===== src/rtl/core_acc_quant_pkg.sv =====
// Shared defaults, accumulator FSM states and saturation helper
// for the MAC accumulate/quantize block.
package core_acc_quant_pkg;

  localparam int DEF_ACC_BIT    = 32;
  localparam int DEF_ODATA_BIT  = 8;
  localparam int DEF_LEN_BIT    = 8;
  localparam int DEF_SHIFT_BIT  = 5;
  localparam int DEF_FIFO_DEPTH = 4;

  typedef enum logic {
    IDLE = 1'b0,
    ACC  = 1'b1
  } state_e;

  // Clamp a signed value to the range of an n-bit signed number.
  function automatic logic signed [63:0] sat_n(
    input logic signed [63:0] v,
    input int unsigned        n
  );
    logic signed [63:0] hi;
    logic signed [63:0] lo;
    hi = (64'sd1 <<< (n - 1)) - 64'sd1;
    lo = -hi - 64'sd1;
    if (v > hi) return hi;
    if (v < lo) return lo;
    return v;
  endfunction

endpackage


===== src/rtl/core_acc_quant_fifo.sv =====
// First-word-fall-through sync FIFO for quantized results.
// A push into a full FIFO without a pop is dropped and reported.
module acc_out_fifo #(
  parameter int WIDTH = 8,
  parameter int DEPTH = 4
) (
  input  logic             clk,
  input  logic             rst,
  input  logic             push_i,
  input  logic [WIDTH-1:0] data_i,
  input  logic             pop_i,
  output logic [WIDTH-1:0] data_o,
  output logic             full_o,
  output logic             empty_o,
  output logic             drop_o
);

  localparam int AW = $clog2(DEPTH);

  logic [WIDTH-1:0] mem_q [DEPTH];
  logic [AW-1:0]    wr_q;
  logic [AW-1:0]    rd_q;
  logic [AW:0]      cnt_q;
  logic             pop;
  logic             wr_en;

  assign empty_o = (cnt_q == '0);
  assign full_o  = (cnt_q == (AW+1)'(DEPTH));
  assign pop     = pop_i && !empty_o;
  assign wr_en   = push_i && (!full_o || pop);
  assign drop_o  = push_i && full_o && !pop;
  assign data_o  = empty_o ? '0 : mem_q[rd_q];

  // Storage array, written at the tail on every accepted push.
  always_ff @(posedge clk) begin
    if (wr_en) mem_q[wr_q] <= data_i;
  end

  // Pointer and occupancy bookkeeping; pointers wrap naturally.
  always_ff @(posedge clk) begin
    if (rst) begin
      wr_q  <= '0;
      rd_q  <= '0;
      cnt_q <= '0;
    end else begin
      if (wr_en) wr_q <= wr_q + 1'b1;
      if (pop)   rd_q <= rd_q + 1'b1;
      cnt_q <= cnt_q + (AW+1)'(wr_en) - (AW+1)'(pop);
    end
  end

endmodule


===== src/rtl/core_acc_quant.sv =====
// Accumulates signed MAC partial sums, then bias/round/shift/ReLU
// and saturates into a small output FIFO with valid/ready.
module core_acc_quant
  import core_acc_quant_pkg::*;
#(
  parameter int MAC_MULT_NUM = 64,
  parameter int IDATA_WIDTH  = 8,
  parameter int IDATA_BIT    = 2*IDATA_WIDTH+$clog2(MAC_MULT_NUM),
  parameter int ACC_BIT      = DEF_ACC_BIT,
  parameter int ODATA_BIT    = DEF_ODATA_BIT,
  parameter int LEN_BIT      = DEF_LEN_BIT,
  parameter int SHIFT_BIT    = DEF_SHIFT_BIT,
  parameter int FIFO_DEPTH   = DEF_FIFO_DEPTH
) (
  input  logic                        clk,
  input  logic                        rst,
  input  logic [LEN_BIT-1:0]          cfg_acc_num,
  input  logic [SHIFT_BIT-1:0]        cfg_shift,
  input  logic signed [ACC_BIT-1:0]   cfg_bias,
  input  logic                        cfg_relu,
  input  logic                        clear,
  input  logic signed [IDATA_BIT-1:0] idata,
  input  logic                        idata_valid,
  output logic signed [ODATA_BIT-1:0] odata,
  output logic                        odata_valid,
  input  logic                        odata_ready,
  output logic                        busy,
  output logic                        acc_sat_err,
  output logic                        ovf_err
);

  typedef logic signed [ACC_BIT+1:0] qw_t;

  state_e                     state_q, state_d;
  logic [LEN_BIT-1:0]         cnt_q, cnt_d;
  logic [LEN_BIT-1:0]         num_q;
  logic [SHIFT_BIT-1:0]       shift_q;
  logic signed [ACC_BIT-1:0]  bias_q;
  logic                       relu_q;
  logic signed [ACC_BIT-1:0]  acc_q, acc_d;
  logic                       qv_q;
  logic signed [ACC_BIT-1:0]  qacc_q;
  logic                       sat_q;
  logic                       ovf_q;

  logic                       first;
  logic                       last;
  logic [LEN_BIT-1:0]         num_eff;
  logic [LEN_BIT-1:0]         cnt_inc;
  logic signed [63:0]         wide;
  logic signed [63:0]         acc_sat;
  logic                       sat_hit;
  qw_t                        qv;
  logic [ODATA_BIT-1:0]       qout;
  logic                       push;
  logic                       full;
  logic                       empty;
  logic                       drop;
  logic [ODATA_BIT-1:0]       fifo_dout;

  // Next accumulator value, partial count and FSM state.
  always_comb begin
    first   = (state_q == IDLE) || clear;
    num_eff = first ? ((cfg_acc_num == '0) ? LEN_BIT'(1) : cfg_acc_num)
                    : num_q;
    cnt_inc = first ? LEN_BIT'(1) : cnt_q + 1'b1;
    last    = idata_valid && (cnt_inc == num_eff);
    wide    = first ? 64'(idata) : 64'(acc_q) + 64'(idata);
    acc_sat = sat_n(wide, ACC_BIT);
    sat_hit = idata_valid && (acc_sat != wide);
    acc_d   = ACC_BIT'(acc_sat);
    cnt_d   = cnt_q;
    state_d = state_q;
    if (idata_valid) begin
      cnt_d   = last ? '0 : cnt_inc;
      state_d = last ? IDLE : ACC;
    end else if (clear) begin
      cnt_d   = '0;
      state_d = IDLE;
    end
  end

  // Bias, round-half-up, arithmetic shift, ReLU and output clamp.
  always_comb begin
    qv = qw_t'(qacc_q) + qw_t'(bias_q);
    if (shift_q != '0) qv = qv + (qw_t'(1) <<< (shift_q - 1'b1));
    qv = qv >>> shift_q;
    if (relu_q && qv < 0) qv = '0;
    qout = ODATA_BIT'(sat_n(64'(qv), ODATA_BIT));
  end

  assign push = qv_q && !clear;

  // Accumulator FSM, config latch, quant stage and sticky flags.
  always_ff @(posedge clk) begin
    if (rst) begin
      state_q <= IDLE;
      cnt_q   <= '0;
      num_q   <= '0;
      shift_q <= '0;
      bias_q  <= '0;
      relu_q  <= 1'b0;
      acc_q   <= '0;
      qv_q    <= 1'b0;
      qacc_q  <= '0;
      sat_q   <= 1'b0;
      ovf_q   <= 1'b0;
    end else begin
      state_q <= state_d;
      cnt_q   <= cnt_d;
      qv_q    <= last;
      if (idata_valid) acc_q <= acc_d;
      if (idata_valid && first) begin
        num_q   <= num_eff;
        shift_q <= cfg_shift;
        bias_q  <= cfg_bias;
        relu_q  <= cfg_relu;
      end
      if (last)    qacc_q <= acc_d;
      if (sat_hit) sat_q  <= 1'b1;
      if (drop)    ovf_q  <= 1'b1;
    end
  end

  acc_out_fifo #(
    .WIDTH (ODATA_BIT),
    .DEPTH (FIFO_DEPTH)
  ) u_fifo (
    .clk     (clk),
    .rst     (rst),
    .push_i  (push),
    .data_i  (qout),
    .pop_i   (odata_ready),
    .data_o  (fifo_dout),
    .full_o  (full),
    .empty_o (empty),
    .drop_o  (drop)
  );

  assign odata       = fifo_dout;
  assign odata_valid = !empty;
  assign busy        = (state_q == ACC) || qv_q;
  assign acc_sat_err = sat_q;
  assign ovf_err     = ovf_q;

  logic unused_full;
  assign unused_full = full;

endmodule


===== config.mk =====
export PLATFORM = sky130hd
export DESIGN_NAME = core_acc_quant
export DESIGN_NICKNAME = d
export VERILOG_FILES = /design/src/rtl/core_acc_quant_pkg.sv /design/src/rtl/core_acc_quant_fifo.sv /design/src/rtl/core_acc_quant.sv
export SDC_FILE = /design/constraint.sdc
export NUM_CORES = 1
export LEC_CHECK = 0
export ABC_AREA = 1
export CORE_AREA = 5 5 202 224
export DETAILED_ROUTE_END_ITERATION = 8
export DIE_AREA = 0 0 207 229
export SLEW_MARGIN = 20
export SYNTH_ARGS = -nofsm -noshare
export SYNTH_HDL_FRONTEND = slang
export SYNTH_SLANG_ARGS = --single-unit

===== constraint.sdc =====
create_clock -name clk -period 7.8 [get_ports clk]
set_input_delay 2.34 -clock clk [delete_from_list [all_inputs] [get_ports clk]]
set_output_delay 2.34 -clock clk [all_outputs]
set_load 0.05 [all_outputs]

==> flow_metrics.py <==
metrics = {
    "critical_path": {
        "critPathMaxStageDelay_ns": 0.75,
        "critPathSlowestCell": "nand3_2",
        "crit_path_start_kind": "input pin",
        "worstPathCellList": "clkdlybuf4s50_1 > ha_1 > nand2_1 > nor4_1 > nand2_1 > o21ai_1 > nand2_1 > o311ai_1 > xor2_1 > nand3_2 > buf_4 > nand3_1 > o211ai_1 > inv_1",
        "cp.required_ns": 8.18,
        "crit_top_cell": "nand2_1",
        "path_class": "in2reg",
        "cp_top_family": "simple AND/OR/NAND/NOR gates",
        "setup.worst_path.end_class": "register",
        "path_max_fanout": 47,
        "crit_start": "idata[21]",
        "r2r_slack_ns": 2.03,
        "timing.rr.end": "u_fifo.mem_q[2][5]$_DFFE_PP_",
        "crit_buf_inv": 3,
        "timing.rr.start": "shift_q[2]$_SDFFE_PP0P_",
        "crit_cells": 14,
        "crit_arrival_ns": 6.41,
        "reg2regPathDepth": 33,
    },
    "logic_synthesis": {
        "synth_cells": 2820,
        "syn_area_um2": 16900,
        "synth_fa_ha_area_share_pct": 8.10,
        "synth_top_family_by_area": "simple AND/OR/NAND/NOR gates",
        "synth_seq_cells": 163,
        "synthFlopType": "dfxtp_1",
        "yosysSeqAreaShare_pct": 21.2,
        "avgSynthCellArea_um2": 5.99,
        "synth-simple-area-share_pct": 42.7,
        "muxShareOfSynthArea_pct": 0.178,
        "synthXorXnorAreaFrac_pct": 1.92,
        "synth_compound_area_share_pct": 13.2,
        "yosysWarningCount": 0,
        "synth-edff-count": 32,
        "synth.distinct_cells": 58,
        "mappedNetlistNets": 3000,
        "ys_async_sr_fraction_pct": 0,
    },
    "timing": {
        "max_clock_freq_ghz": 0.166,
        "fin_setup_tns_ns": 0,
        "period_minus_slack_ns": 6.02,
        "slew_violations": 0,
        "setup_viol": 0,
        "slew_headroom_pct": 36.2,
        "period_share_pct": 77.2,
        "hold_viol_final": 0,
        "rsz0062_at_grt": "false",
        "worst_hold_slack_ns": 0.457,
        "worst_pin_slew_ns": 0.956,
        "finClkSkew_ns": 0.0223,
    },
    "floorplan": {
        "die_area_um2": 47400,
        "die_w_um": 207,
        "core_area_um2": 42800,
        "start_util_pct": 39.4,
        "die_y_um": 229,
        "io_pins": 85,
        "fp-row-count": 80,
    },
    "power": {
        "cellPowerDensity_nw_per_um2": 158,
        "ir_drop_mv": 0.146,
        "leakage_nw": 9.37,
    },
    "layout": {
        "drive_above_1_share_pct": 6.28,
        "area_growth_pct": 10.5,
        "fin_nets": 3019,
        "insertedDiodeCount": 0,
    },
    "clocking": {
        "cts.path.max_buffers": 2,
        "clkTransAtPathRegs_ns": 0.07,
        "cts_tree": "yes",
        "cts_hold_buf": 0,
        "cts_root_buf": "clkbuf_16",
        "post_cts_buffers": 0,
        "clock-sinks": 163,
        "cts_resized": 0,
        "clock_latency_ns": 0.44,
        "cts_buffers": 17,
        "cts-htree-levels": 4,
    },
    "route": {
        "routed_wl_mm": 55.6,
        "antenna_left": 0,
        "drc_errors": 0,
        "vias_per_cell": 5.28,
        "dr.pass1.iters": 9,
        "wl_per_cell_um": 16.2,
        "drtIter0Drc": 1328,
        "vias": 18086,
    },
    "placement": {
        "dp.final_hpwl_mm": 45.4,
        "place_congestion": 0.982,
        "io_buffers": 84,
    },
    "min_path": {
        "hold_class": "reg2reg",
        "worstHoldStart": "num_q[7]$_SDFFE_PP0P_",
        "whs_path_depth": 2,
        "hold_end": "num_q[7]$_SDFFE_PP0P_",
    },
    "grt": {
        "grt_remaining_overflow": 0,
        "track_usage_pct": 22.9,
        "grt_max_degree": 75,
        "grt_pass1_vias": 17272,
        "grt_first_pass_wirelength_mm": 89.6,
        "antenna_found_initial": 0,
    },
    "outcome": {
        "outcome": "completed",
    },
    "flow_run": {
        "cap_violations": 0,
    },
}
-- final cells by class --
cell class              count  area (um2)
clock inverters            14         158
repair buffers            103         978
flip-flops and latches    163        3580
well taps                 574         718
multi-input cells        2125       11200
fillers                  4677       24200
inverters                 429        1610
clock buffers              18         439
-- worst max path at each step --
stage	slack [ns]	to
3_3_place_gp	1.28	acc_q[16]$_SDFFE_PP0P_
3_5_place_dp	1.35	acc_q[2]$_SDFFE_PP0P_
2_1_floorplan	2.89	acc_q[23]$_SDFFE_PP0P_
6_report	1.78	acc_q[2]$_SDFFE_PP0P_
4_1_cts	1.81	acc_q[2]$_SDFFE_PP0P_
5_1_grt	1.34	qacc_q[2]$_SDFFE_PP0P_
-- state kept, by name, summed over array words and instances, names as in the netlist, 2 cells and up, named ones only --
| signal | count |
|---|---|
| shift_q | 5 |
| acc_q | 32 |
| u_fifo.wr_q | 2 |
| qacc_q | 32 |
| u_fifo.cnt_q | 3 |
| u_fifo.rd_q | 2 |
| cnt_q | 8 |
| u_fifo.mem_q | 32 |
| num_q | 8 |
| bias_q | 32 |
-- cell families after synthesis --
kind of cell               count (synthesis)
adders and majority gates                107
xor gates and xnor gates                  37
muxes                                      3
buffers and inverters                    532
and+or+nand+nor                         1599
AOI/OAI and AO/OA                        379
DFF                                      163
-- per-layer routing --
layer,track usage [%],up-vias,share of wire [%]
met3,2.23,71,4.5
met1,29.7,8305,44
li1,-,9253,-
met4,6.82,0,2.7
met5,0,-,0
met2,40.4,457,48
-- cells in the final DEF (no fill, tap or decap), types with 4 or more instances in the layout --
cell and count:
o221ai_1 4, nor2_2 18, o21ai_1 7, clkbuf_16 17
edfxtp_1 32, and2_1 28, fa_1 4, nor2_4 9
nand3_2 19, o21bai_1 9, nand3_1 414, o211ai_1 91
or2_2 10, nand3b_1 8, nor4_1 4, xor2_1 22
xnor2_1 15, inv_1 409, nand2_2 39, nor2_1 274
clkinv_1 6, nand2_4 6, o21ai_0 114, inv_8 5
dfxtp_1 131, o21a_1 9, clkdlybuf4s50_1 83, a21oi_1 131
buf_4 19, nor3_2 4, ha_1 103, nand2_1 701
nand4_1 29, nor3_1 27, inv_2 13
-- tightest hold or removal path, cell delays in order, from the launching register on --
cell     delay (ns)
dfxtp_1        0.30
inv_1          0.06
a21oi_1        0.05
-- power breakdown --
group / leakage, nW / internal [W] / switching, W / total, W
clock network: 0.294 / 0.000439 / 0.000402 / 0.000841
registers: 1.36 / 0.000907 / 0.0000422 / 0.000949
logic: 7.72 / 0.000385 / 0.000777 / 0.00116
total: 9.37 / 0.00173 / 0.00122 / 0.00295
-- synth_stat cells (9+ instances only) --
| cell type | number | area share, % |
|---|---|---|
| a21oi_1 | 131 | 3.9 |
| and2_1 | 28 | 1.0 |
| buf_1 | 10 | 0.22 |
| buf_2 | 24 | 0.71 |
| buf_6 | 11 | 0.73 |
| clkbuf_1 | 49 | 1.1 |
| dfxtp_1 | 131 | 16 |
| edfxtp_1 | 32 | 5.7 |
| ha_1 | 103 | 7.6 |
| inv_1 | 409 | 9.1 |
| inv_2 | 12 | 0.27 |
| nand2_1 | 702 | 16 |
| nand2_2 | 38 | 1.4 |
| nand3_1 | 415 | 12 |
| nand3_2 | 18 | 1.1 |
| nand4_1 | 29 | 1.1 |
| nor2_1 | 275 | 6.1 |
| nor2_2 | 17 | 0.63 |
| nor2_4 | 9 | 0.60 |
| nor3_1 | 27 | 0.80 |
| o211ai_1 | 91 | 4.0 |
| o21a_1 | 9 | 0.40 |
| o21ai_0 | 114 | 3.4 |
| o21bai_1 | 9 | 0.40 |
| or2_2 | 10 | 0.37 |
| xnor2_1 | 15 | 0.78 |
| xor2_1 | 22 | 1.1 |
-- per-stage QoR --
stage	std cells	power (W)	setup slack, ns	cell area [um2]	util, %
after floorplan	2820	0.00179	2.89	16900	-
after global placement	3394	0.00212	1.28	18100	42.2
after detailed placement	3394	0.00212	1.35	18100	42.2
after CTS	3426	0.00297	1.81	18700	43.6
after global routing	3426	0.00313	1.34	18700	43.6
final	3426	0.00295	1.78	18700	43.6
Power figures use the tool's default switching activity.
